--- src/rtl/seq_mult_param_if.sv ---
// Request/response bundle for the sequential multiplier.
// The master side issues operands and controls; the slave side is the multiplier.
interface seq_mult_param_if #(
    parameter int unsigned WIDTH = 16
);
    logic                   start;
    logic                   signed_mode;
    logic [WIDTH-1:0]       ain;
    logic [WIDTH-1:0]       bin;
    logic                   abort;
    logic                   busy;
    logic                   done;
    logic [2*WIDTH-1:0]     yout;

    modport master (
        output start, signed_mode, ain, bin, abort,
        input  busy, done, yout
    );

    modport slave (
        input  start, signed_mode, ain, bin, abort,
        output busy, done, yout
    );
endinterface

--- src/rtl/seq_mult_param.sv ---
// Parametrised shift-add multiplier: one multiplier bit per clock, WIDTH+1
// cycles per product. Signed operands are reduced to magnitudes on entry and
// the sign is reapplied when the result is written.
module seq_mult_param #(
    parameter int unsigned WIDTH = 16
) (
    input  logic              clk,
    input  logic              rst,
    seq_mult_param_if.slave   bus
);
    localparam int unsigned     CW   = $clog2(WIDTH);
    localparam logic [CW-1:0]   LAST = CW'(WIDTH - 1);

    typedef enum logic [1:0] {
        IDLE = 2'd0,
        CALC = 2'd1,
        FIN  = 2'd2
    } state_t;

    state_t                 state_q, state_d;
    logic                   sm_q, sm_d;
    logic                   sgn_q, sgn_d;
    logic [WIDTH-1:0]       mcand_q, mcand_d;
    logic [WIDTH-1:0]       mplier_q, mplier_d;
    logic [2*WIDTH:0]       acc_q, acc_d;
    logic [CW-1:0]          cnt_q, cnt_d;
    logic                   done_q, done_d;
    logic [2*WIDTH-1:0]     yout_q, yout_d;

    logic [WIDTH:0]         addend;
    logic [WIDTH:0]         sum;
    logic [2*WIDTH-1:0]     prod;

    // State and datapath registers, cleared asynchronously.
    always_ff @(posedge clk or posedge rst) begin
        if (rst) begin
            state_q  <= IDLE;
            sm_q     <= 1'b0;
            sgn_q    <= 1'b0;
            mcand_q  <= '0;
            mplier_q <= '0;
            acc_q    <= '0;
            cnt_q    <= '0;
            done_q   <= 1'b0;
            yout_q   <= '0;
        end else begin
            state_q  <= state_d;
            sm_q     <= sm_d;
            sgn_q    <= sgn_d;
            mcand_q  <= mcand_d;
            mplier_q <= mplier_d;
            acc_q    <= acc_d;
            cnt_q    <= cnt_d;
            done_q   <= done_d;
            yout_q   <= yout_d;
        end
    end

    // Next-state logic: accept, shift-add one bit per CALC cycle, then publish.
    always_comb begin
        state_d  = state_q;
        sm_d     = sm_q;
        sgn_d    = sgn_q;
        mcand_d  = mcand_q;
        mplier_d = mplier_q;
        acc_d    = acc_q;
        cnt_d    = cnt_q;
        done_d   = 1'b0;
        yout_d   = yout_q;

        // The single WIDTH+1 adder: upper accumulator plus gated multiplicand.
        addend = mplier_q[0] ? {1'b0, mcand_q} : '0;
        sum    = acc_q[2*WIDTH:WIDTH] + addend;
        prod   = acc_q[2*WIDTH-1:0];

        case (state_q)
            IDLE: begin
                if (bus.start) begin
                    sm_d     = bus.signed_mode;
                    sgn_d    = bus.ain[WIDTH-1] ^ bus.bin[WIDTH-1];
                    mcand_d  = (bus.signed_mode && bus.ain[WIDTH-1]) ? (~bus.ain + 1'b1) : bus.ain;
                    mplier_d = (bus.signed_mode && bus.bin[WIDTH-1]) ? (~bus.bin + 1'b1) : bus.bin;
                    acc_d    = '0;
                    cnt_d    = '0;
                    state_d  = CALC;
                end
            end
            CALC: begin
                if (bus.abort) begin
                    state_d = IDLE;
                end else begin
                    acc_d    = {1'b0, sum, acc_q[WIDTH-1:1]};
                    mplier_d = mplier_q >> 1;
                    cnt_d    = cnt_q + 1'b1;
                    if (cnt_q == LAST) begin
                        state_d = FIN;
                    end
                end
            end
            FIN: begin
                state_d = IDLE;
                if (!bus.abort) begin
                    yout_d = (sm_q && sgn_q) ? (~prod + 1'b1) : prod;
                    done_d = 1'b1;
                end
            end
            default: state_d = IDLE;
        endcase
    end

    // Drive the handshake outputs from registered state.
    always_comb begin
        bus.busy = (state_q != IDLE);
        bus.done = done_q;
        bus.yout = yout_q;
    end
endmodule

--- src/flat_wrapper.sv ---
// flat-port wrapper written by rule: the top's interface ports become plain ports
module seq_mult_param_flat 
#(
    parameter int unsigned WIDTH = 16
)
  (clk, rst, bus_start, bus_signed_mode, bus_ain, bus_bin, bus_abort, bus_busy, bus_done, bus_yout);
  seq_mult_param_if #(.WIDTH(WIDTH)) bus_i ();
  input  logic clk;
  input  logic rst;
  input wire logic [$bits(bus_i.start)-1:0] bus_start;
  input wire logic [$bits(bus_i.signed_mode)-1:0] bus_signed_mode;
  input wire logic [$bits(bus_i.ain)-1:0] bus_ain;
  input wire logic [$bits(bus_i.bin)-1:0] bus_bin;
  input wire logic [$bits(bus_i.abort)-1:0] bus_abort;
  output wire logic [$bits(bus_i.busy)-1:0] bus_busy;
  output wire logic [$bits(bus_i.done)-1:0] bus_done;
  output wire logic [$bits(bus_i.yout)-1:0] bus_yout;
  assign bus_i.start = bus_start;
  assign bus_i.signed_mode = bus_signed_mode;
  assign bus_i.ain = bus_ain;
  assign bus_i.bin = bus_bin;
  assign bus_i.abort = bus_abort;
  assign bus_busy = bus_i.busy;
  assign bus_done = bus_i.done;
  assign bus_yout = bus_i.yout;
  seq_mult_param #(.WIDTH(WIDTH)) u_core (.clk(clk), .rst(rst), .bus(bus_i));
endmodule
--- config.mk ---
export PLATFORM = sky130hd
export DESIGN_NAME = seq_mult_param_flat
export DESIGN_NICKNAME = d
export VERILOG_FILES = /design/src/rtl/seq_mult_param_if.sv /design/src/rtl/seq_mult_param.sv /design/src/flat_wrapper.sv
export SDC_FILE = /design/constraint.sdc
export NUM_CORES = 1
export LEC_CHECK = 0
export BUFFER_PORTS_ARGS = -buffer_cell sky130_fd_sc_hd__buf_2
export CAP_MARGIN = 5
export CORE_MARGIN = 2
export CORE_UTILIZATION = 45
export CTS_CLUSTER_DIAMETER = 60
export DETAILED_ROUTE_END_ITERATION = 16
export GPL_TIMING_DRIVEN = 0
export PLACE_DENSITY = 0.68
export SLEW_MARGIN = 5
export SYNTH_ARGS = -nofsm -noshare
export SYNTH_HDL_FRONTEND = slang
export SYNTH_SLANG_ARGS = --single-unit
--- constraint.sdc ---
create_clock -name clk -period 6.1 [get_ports clk]
set_input_delay 0.915 -clock clk [delete_from_list [all_inputs] [get_ports clk]]
set_output_delay 0.915 -clock clk [all_outputs]
set_load 0.05 [all_outputs]
==> flow_summary.ini <==
[outcome]
status = complete, no violations

[setup_path]
critPathKind = flip-flop to flip-flop
r2r_cells = 11
crit_chain = clkbuf_1 > and2_1 > ha_1 > inv_1 > fa_1 > nor2b_1 > o31ai_1 > a21oi_1 > a311oi_2 > o21ai_1 > a221o_1
crit_fanout = 10
cpPeakStageDelay_ns = 0.44
cp_data_arrival_time_ns = 3.35
crit_path_start_kind = flip-flop
crit_required_ns = 6.33
end_kind = flip-flop
r2r_slack_ns = 2.99
slowest_stage = a311oi_2

[yosys]
ys_ff_latch = 105
synth_edf_count = 0
synthArstFlopShare_pct = 100
ys_seq_area_share_pct = 42.6
synth_area_leaders = dfrtp_1, o21ai_0, nand2_1
synth-main-ff-cell = dfrtp_1
netlist_area_um2 = 6160
synth_cell_type_count = 52
yosysWarnings = 0
synth.avg_cell_area_um2 = 8.78
syn_inst = 702
synth_top_cell_area_share_pct = 42.6
yosys.area.top_type = dfrtp_1
synth_fp_nets = 760

[sta]
slew_violations = 0
period_needed_ns = 3.11
worstMarginPinSlew_ns = 0.771
maxSlewHeadroom_pct = 48.4
hold_violations = 0
period_share_pct = 51.0
fin_skew_ns = 0.00688
finalSetupViolCount = 0
max_freq_mhz = 321
tns_ns = 0
timing.final.ws_setup_ns = 2.99
rsz0062_at_grt = no

[power]
peakVddDrop_mv = 0.169
finalPower_mw = 2.33
pwr_density_cell_nw_per_um2 = 328
p_leak_nw = 3.27

[cells_and_area]
postLayoutCellArea_um2 = 7110
areaGrowthSynthToFinish_pct = 15.3
fin_nets = 842
fin_util_pct = 53.4
layout_common_cells = nand2_1, dfrtp_1, o21ai_0
drive_gt1_share_pct = 13.1
n_fill_cell = 1248
mostFrequentLayoutCell = nand2_1
diodes = 0

[die]
start_util_pct = 46.4
row_count = 42
dieArea_um2 = 14700
core_um2 = 13300
ios = 71
die_h_um = 121
fp.dieW_um = 121

[clock_tree]
cts_buffers = 9
holdBufCountCts = 0
clock_path_buffers = 2
cts.sinks = 105
cts_tree = built
clk_latency_ns = 0.35
path_clk_slew_ns = 0.07
root_buffer = clkbuf_16
cts_setup_buffers = 0
post_cts_resized = 0
h-tree-depth = 3

[global_routing]
grtUsageMet2_pct = 35.5
gr-max-usage-layer = met2
grtUsageTotal_pct = 21.4
overflow = 0
grt_pass1_wl_um = 25200
grt_use_met3_pct = 1.93
grt_pass1_vias = 5108
use_met1_pct = 30.0
grt_start_max_net_pins = 60
antenna_found_initial = 0

[placed_design]
gp_congestion = 0.838
postPlaceCellArea_um2 = 6770
hpwlAfterDp_um = 11400
port_buffers = 70
place_ws_ns = 3.02

[drt]
ant_nets = 0
vias_per_cell = 5.45
drc_errors = 0
drt_iter0_markers = 362
wl_per_cell_um = 15.4
vias = 5262
drtPass1Iterations = 6
routed_wl_um = 14900

[min_path]
hp-class = flip-flop to flip-flop
min_path_cells = 2

[job]
maxCapViolations = 0
## report_power, final
part | switching, mW | leakage, nW | internal [mW]
combinational | 0.459 | 1.71 | 0.299
clock | 0.261 | 0.169 | 0.394
sequential | 0.115 | 1.39 | 0.801
## metal layers
| metal | wire (um) | vias up |
|---|---|---|
| li1 | - | 2624 |
| met1 | 7110 | 2470 |
| met2 | 6930 | 156 |
| met3 | 689 | 12 |
| met4 | 174 | 0 |
| met5 | 0 | - |
## stage by stage
stage	std cells	hold slack, ns
2_1_floorplan	702	0.438
3_3_place_gp	948	0.456
3_5_place_dp	949	0.465
4_1_cts	965	0.480
5_1_grt	965	0.502
6_report	965	0.474
## kinds of logic after synthesis
kind of cell,after synthesis,synth area share (%)
xor gates and xnor gates,61,8.67
buffers and inverters,54,3.55
AOI/OAI and AO/OA,208,20.8
adders and majority gates,21,4.38
muxes,4,0.650
and+or+nand+nor,249,19.3
DFF,105,42.6
## cell type report
class	count	area (um^2)	area share, %
clock buffers	12	267	3.75
inverters	15	58.8	0.828
well taps	176	220	3.10
multi-input cells	543	3320	46.7
plain buffers	39	163	2.29
clock inverters	4	73.8	1.04
flip-flops and latches	105	2630	37.0
repair buffers	71	378	5.32
## worst max-delay path: cells and delay by family, from the launching register on
family                   cells  cell delay [ns]
AO/OA/AOI/OAI                5             1.55
adder cells (fa/ha/maj)      2             0.42
buffers and inverters        2             0.30
flip-flops                   1             0.43
AND/OR/NAND/NOR              2             0.28
## worst paths after layout
check                                         start                  end
worst min register to register  u_core.bus.yout[24]  u_core.bus.yout[24]
worst min-delay path            u_core.bus.yout[24]  u_core.bus.yout[24]
worst max-delay path             u_core.mplier_q[0]     u_core.acc_q[31]
min in group asynchronous                       rst   u_core.mplier_q[2]
worst max register to register   u_core.mplier_q[0]     u_core.acc_q[31]
max in group asynchronous                       rst  u_core.bus.yout[22]
## cells in the mapped netlist (10+ instances only)
cell / count
nand2_1: 110
dfrtp_1: 105
o21ai_0: 87
nor2_1: 58
a21oi_1: 41
clkbuf_1: 36
xor2_1: 32
xnor2_1: 29
and2_1: 21
ha_1: 20
inv_1: 15
nor3_1: 11
a211oi_1: 10
o31ai_1: 10
## registers in the layout (all words and copies together), names as in the netlist, 2 cells and up
name	cells
u_core.acc_q	32
u_core.mcand_q	16
u_core.bus.yout	32
u_core.state_q	2
u_core.cnt_q	4
u_core.mplier_q	16
Note: power is estimated with default switching activity, not from simulation.
